--- config.mk ---
export PLATFORM = sky130hd
export DESIGN_NAME = mod997_crt_reconstruct
export DESIGN_NICKNAME = d
export VERILOG_FILES = /design/src/rtl/mod997_crt_reconstruct.sv
export SDC_FILE = /design/constraint.sdc
export NUM_CORES = 1
export LEC_CHECK = 0
export ABC_AREA = 1
export BUFFER_PORTS_ARGS = -buffer_cell sky130_fd_sc_hd__buf_2
export CAP_MARGIN = 20
export CORE_ASPECT_RATIO = 2
export CORE_MARGIN = 1.5
export CORE_UTILIZATION = 55
export CTS_CLUSTER_SIZE = 12
export DETAILED_ROUTE_END_ITERATION = 7
export GPL_TIMING_DRIVEN = 0
export PLACE_DENSITY = 0.8
export SLEW_MARGIN = 0
export SYNTH_ARGS = -nofsm -noshare
export SYNTH_HDL_FRONTEND = slang
export SYNTH_SLANG_ARGS = --single-unit
--- constraint.sdc ---
create_clock -name clk -period 2.3 [get_ports clk]
set_input_delay 0.23 -clock clk [delete_from_list [all_inputs] [get_ports clk]]
set_output_delay 0.23 -clock clk [all_outputs]
set_load 0.02 [all_outputs]
--- src/rtl/mod997_crt_reconstruct.sv ---
// mod997_crt_reconstruct
//
// Residue-to-binary converter for the pair (r1 = X mod M1, r2 = X mod 2^W).
// It rebuilds X with a two-step mixed-radix CRT:
//   t = ((r2 - r1) * INV) mod 2^W
//   X = r1 + M1 * t
// Both multiplies are bit-serial shift-add, one multiplier bit per cycle.
//
// Ports:
//   clk        single clock, rising edge
//   rst        asynchronous, active-high reset
//   in_valid   residue pair valid
//   in_ready   block can accept a pair (IDLE only)
//   in_r1      X mod M1, legal range 0..M1-1
//   in_r2      X mod 2^W, any value legal
//   out_valid  result valid
//   out_ready  consumer accepts result
//   out_x      reconstructed X (0 when out_err)
//   out_err    in_r1 was >= M1
//   busy       FSM is in any state other than IDLE
//
// Handshake: a transfer happens on a rising edge where valid and ready are both
// high. valid never drops and data never changes while waiting for ready.
// ready does not depend on valid. Only one pair is in flight at a time.
module mod997_crt_reconstruct #(
  parameter int M1  = 997,
  parameter int W   = 10,
  parameter int INV = 493,
  parameter int XW  = 20
) (
  input  logic          clk,
  input  logic          rst,
  input  logic          in_valid,
  output logic          in_ready,
  input  logic [W-1:0]  in_r1,
  input  logic [W-1:0]  in_r2,
  output logic          out_valid,
  input  logic          out_ready,
  output logic [XW-1:0] out_x,
  output logic          out_err,
  output logic          busy
);

  localparam int CW = $clog2(W);
  localparam logic [W-1:0]  M1_W  = W'(M1);
  localparam logic [XW-1:0] M1_X  = XW'(M1);
  localparam logic [W-1:0]  INV_W = W'(INV);
  localparam logic [CW-1:0] LAST  = CW'(W - 1);

  typedef enum logic [1:0] {
    IDLE    = 2'd0,
    MUL_INV = 2'd1,
    MUL_M   = 2'd2,
    DONE    = 2'd3
  } state_t;

  state_t          state_q, state_d;
  logic [W-1:0]    d_q, d_d;       // (r2 - r1) mod 2^W
  logic [W-1:0]    acc_q, acc_d;   // becomes t after MUL_INV
  logic [XW-1:0]   xacc_q, xacc_d; // starts at r1, ends at r1 + M1*t
  logic [CW-1:0]   cnt_q, cnt_d;   // multiplier bit index
  logic            err_q, err_d;
  logic            out_valid_q, out_valid_d;
  logic            in_ready_q, in_ready_d;
  logic            busy_q, busy_d;

  always_comb begin
    state_d     = state_q;
    d_d         = d_q;
    acc_d       = acc_q;
    xacc_d      = xacc_q;
    cnt_d       = cnt_q;
    err_d       = err_q;
    out_valid_d = 1'b0;

    case (state_q)
      IDLE: begin
        if (in_valid && in_ready_q) begin
          d_d   = in_r2 - in_r1;   // W-bit wraparound gives the mod 2^W difference
          acc_d = '0;
          cnt_d = '0;
          if (in_r1 >= M1_W) begin
            err_d   = 1'b1;
            xacc_d  = '0;
            state_d = DONE;
          end else begin
            err_d   = 1'b0;
            xacc_d  = {{(XW-W){1'b0}}, in_r1};  // r1 is the constant term of X
            state_d = MUL_INV;
          end
        end
      end

      MUL_INV: begin
        // Only the low W bits of the product are needed, so acc wraps freely.
        if (INV_W[cnt_q]) acc_d = acc_q + (d_q << cnt_q);
        if (cnt_q == LAST) begin
          cnt_d   = '0;
          state_d = MUL_M;
        end else begin
          cnt_d = cnt_q + 1'b1;
        end
      end

      MUL_M: begin
        if (acc_q[cnt_q]) xacc_d = xacc_q + (M1_X << cnt_q);
        if (cnt_q == LAST) begin
          cnt_d   = '0;
          state_d = DONE;
        end else begin
          cnt_d = cnt_q + 1'b1;
        end
      end

      DONE: begin
        // out_valid rises one edge after DONE is entered and drops on the
        // same edge that returns the FSM to IDLE.
        out_valid_d = 1'b1;
        if (out_valid_q && out_ready) begin
          out_valid_d = 1'b0;
          state_d     = IDLE;
        end
      end

      default: state_d = IDLE;
    endcase

    in_ready_d = (state_d == IDLE);
    busy_d     = (state_d != IDLE);
  end

  always_ff @(posedge clk or posedge rst) begin
    if (rst) begin
      state_q     <= IDLE;
      d_q         <= '0;
      acc_q       <= '0;
      xacc_q      <= '0;
      cnt_q       <= '0;
      err_q       <= 1'b0;
      out_valid_q <= 1'b0;
      in_ready_q  <= 1'b1;
      busy_q      <= 1'b0;
    end else begin
      state_q     <= state_d;
      d_q         <= d_d;
      acc_q       <= acc_d;
      xacc_q      <= xacc_d;
      cnt_q       <= cnt_d;
      err_q       <= err_d;
      out_valid_q <= out_valid_d;
      in_ready_q  <= in_ready_d;
      busy_q      <= busy_d;
    end
  end

  assign in_ready  = in_ready_q;
  assign out_valid = out_valid_q;
  assign out_x     = xacc_q;
  assign out_err   = err_q;
  assign busy      = busy_q;

endmodule
==> results.md <==
* Status: complete, but fails checks
* Violated checks: design-rule violations, negative setup slack
* WL per Instance at 18.2 um
* WP data required at 2.49 ns
* Post-synth EDFFs at 0
* First DRT Iteration DRCs at 531
* Routed wire length at 18600 um
* # setup viols final at 22
* Worst-Margin Slew at 0.769 ns
* #FFs+latches synth at 50
* RSZ-0062 raised after global routing: yes
* Largest family of logic cells by synthesized area: simple AND/OR/NAND/NOR gates
* Fmax at 389 MHz
* Nets at 994
* Via count at 6108
* Internal reg-to-reg setup slack at -0.27 ns
* Via density at 5.99
* Die W at 71.5 um
* Hold path endpoint: out_valid
* Dpl ws at -0.620 ns
* H-tree levels at 2
* Post-synthesis adder-cell area fraction at 13.3%
* Sequential area share after synthesis at 24.3%
* Worst Path Class, Setup: flop to flop
* Worst-Skew Late Latency at 0.30 ns
* Net Switching at 5.99 mW
* Peak VDD IR at 0.00130 V
* Avg Inst Size Synth at 6.42 um2
* Worst reg2reg path endpoint: out_x[18]
* Critical Path End Type: flop
* Worst path max stage delay at 0.38 ns
* Pre-antenna DRT Iters at 8
* Crit. Startpoint: cnt_q[1]
* Worst Hold Launch: out_ready
* GRT Residual Overflow at 0
* Post-Synthesis Cells at 803
* Combinational power share at 78.8%
* Sw Share at 52.9%
* Initial core utilization at 56.8%
* First-pass GRT wire length at 28300 um
* Distinct cells, synth at 49
* Hold Path Class: input port to flop
* Post-route ant nets at 0
* Clock skew at 0.0129 ns
* Flop pwr share at 13.4%
* CORE AREA at 9070 um2
* Setup TNS at -4.31 ns
* Final setup margin at -0.268 ns
* Vias in the first global route at 6064
* # IOs at 48
* Antenna diodes at 0
* R2R depth at 16
* Worst rel slew slack at 48.7%
* Complex-gate fraction of the synthesized area at 14.0%
* Crit path max-delay cell type: ha_1
* Hold Violations, Final at 0
* Commonest non-fill, non-tap cells in the layout: 228 x nand2_1, 92 x inv_1, 49 x buf_2
* Synth Cell Area at 5150 um2
* Synth Area in Simple Gates at 35.3%
* Total GRT Usage at 36.0%
* Tmin final at 2.57 ns
* DP HPWL at 12900 um
* Fill cells at 643
* Pleak at 3.76 nW
* CP Buf/Inv Count at 4
* CP Data Arrival Time at 2.76 ns
* Final core occ at 78.4%
* Cell internal pwr at 5.33 mW
* CTS tree: built
* PortBufs at 47
* Die Ht at 140 um
* Number of remaining DRC errors at 1
* Layout cell share with drive strength beyond 1 at 34.5%
* CTS Root Cell: clkbuf_16
* Initial antenna violation count at 0
* Final Cycle Share at 112%
* Syn_nets at 880
* CTS clk-pin slew, worst paths at 0.07 ns
* Crit-path max FO at 7
* Max Slew Vio Count at 0
* Clock Sink Count at 50
* Worst R2R Start: cnt_q[1]
* Total design power at 11.3 mW
* Synth async-reset ratio at 100%
* Cells along the critical path: buf_6 > inv_6 > buf_12 > ha_4 > mux2i_4 > mux2i_1 > ha_1 > nand2_2 > nor2_2 > inv_1 > nor2_2 > nand4_1 > nand4_1 > nand2_1 > nand2_1 > nand2_1
* Mux contribution to synthesized area at 0.388%
* Clock Power Share at 7.8%
* Maxcap violations at 0
* Delay-heaviest family, CP: simple AND/OR/NAND/NOR gates
* Layout area overhead at 38.0%
* Most common cell on crit path: nand2_1
* CTS Buf Count at 5
* Synth warn at 0
* Num rows at 49
* Power Density at 1590 nW/um2
* Most common cell after layout, fill and taps aside: nand2_1
* Most used DFF post-synth: dfrtp_1
* Critical Path Start Type: flop
* Maximum root-to-sink buffer count at 2
* Die Area at 10000 um2
* Gpl congestion at 0.980
* Post-Synth XOR/XNOR Area at 2.04%
* Largest net degree at the start of global routing at 42
* Cell count of the worst hold path at 4
[metrics by stage]
step	instances	hold slack [ns]	cell area, um2
finish	1020	0.258	7110
floorplan	803	0.405	5270
global route	1020	0.256	7110
detailed placement	953	0.191	5660
CTS	1004	0.247	6620
global placement	952	0.477	5640
[state kept, by name (all words and copies together), names as in the netlist]
| name | cells |
|---|---|
| cnt_q | 4 |
| acc_q | 10 |
| out_err | 1 |
| state_q | 2 |
| out_valid | 1 |
| in_ready | 1 |
| busy | 1 |
| d_q | 10 |
| out_x | 20 |
[worst max-delay path by stage]
stage | end | slack, ns | cells past startpoint
2_1_floorplan | out_x[16] | -0.06 | 19
3_3_place_gp | out_x[16] | -0.57 | 18
3_5_place_dp | out_x[17] | -0.62 | 14
4_1_cts | out_x[17] | -0.22 | 17
5_1_grt | out_x[18] | -0.39 | 19
6_report | out_x[18] | -0.27 | 16
[timing repair]
action	CTS	global route
endpoints found under the setup margin	27	26
endpoints found under the hold margin	9	0
cloned	0	1
hold buffers	1	0
pin swaps	64	63
gates resized for setup	124	101
setup buffers	42	15
[synthesized netlist by cell type, drive strengths merged (3+ instances only)]
master	count	area share, %
xnor2	4	0.68
o211ai	4	0.68
a21oi	43	4.4
or2	4	0.49
o22ai	7	0.85
nand3	64	6.4
buf	12	1.9
nand2	277	21
nand4	8	0.97
o21bai	6	0.87
clkbuf	4	0.29
nor2	61	5.0
nand3b	9	1.3
ha	50	12
o21ai	56	5.5
dfrtp	49	24
inv	116	8.5
xor2	8	1.4
fa	3	1.2
[power by group through the flow]
stage	Combinational, mW	Clock (mW)	Sequential (mW)
6_report	8.92	0.883	1.51
5_1_grt	9.52	0.938	1.53
4_1_cts	7.41	0.901	1.48
3_5_place_dp	5.89	0	1.50
3_3_place_gp	5.73	0	1.48
2_1_floorplan	4.32	0	1.54
[layer usage]
| metal | GRT usage [%] | up-vias | wire [um] |
|---|---|---|---|
| met5 | 0 | - | 0 |
| met4 | 23.8 | 0 | 1530 |
| met3 | 3.67 | 123 | 834 |
| met2 | 68.6 | 291 | 10000 |
| met1 | 35.1 | 2867 | 6230 |
| li1 | - | 2827 | - |
[final cells by class]
type / instances / area (um2) / share of cell area (%)
plain buffers: 16 / 184 / 2.59
clock buffers: 7 / 143 / 2.01
clock inverters: 1 / 30.0 / 0.422
inverters: 116 / 453 / 6.37
multi-input cells: 621 / 4140 / 58.3
flip-flops and latches: 50 / 1250 / 17.6
well taps: 102 / 128 / 1.79
repair buffers: 107 / 777 / 10.9
[cells by family after synthesis]
kind of cell / Yosys count
simple gates: 427
buf+inv: 132
compound gates: 127
fa+ha+maj: 53
flops: 50
xor+xnor: 12
mux: 2
[worst min-delay path: stages]
cell	delay (ns)
buf_2	0.07
nand2_1	0.05
nand2_1	0.11
inv_1	0.05
(Power assumes the default switching activity.)
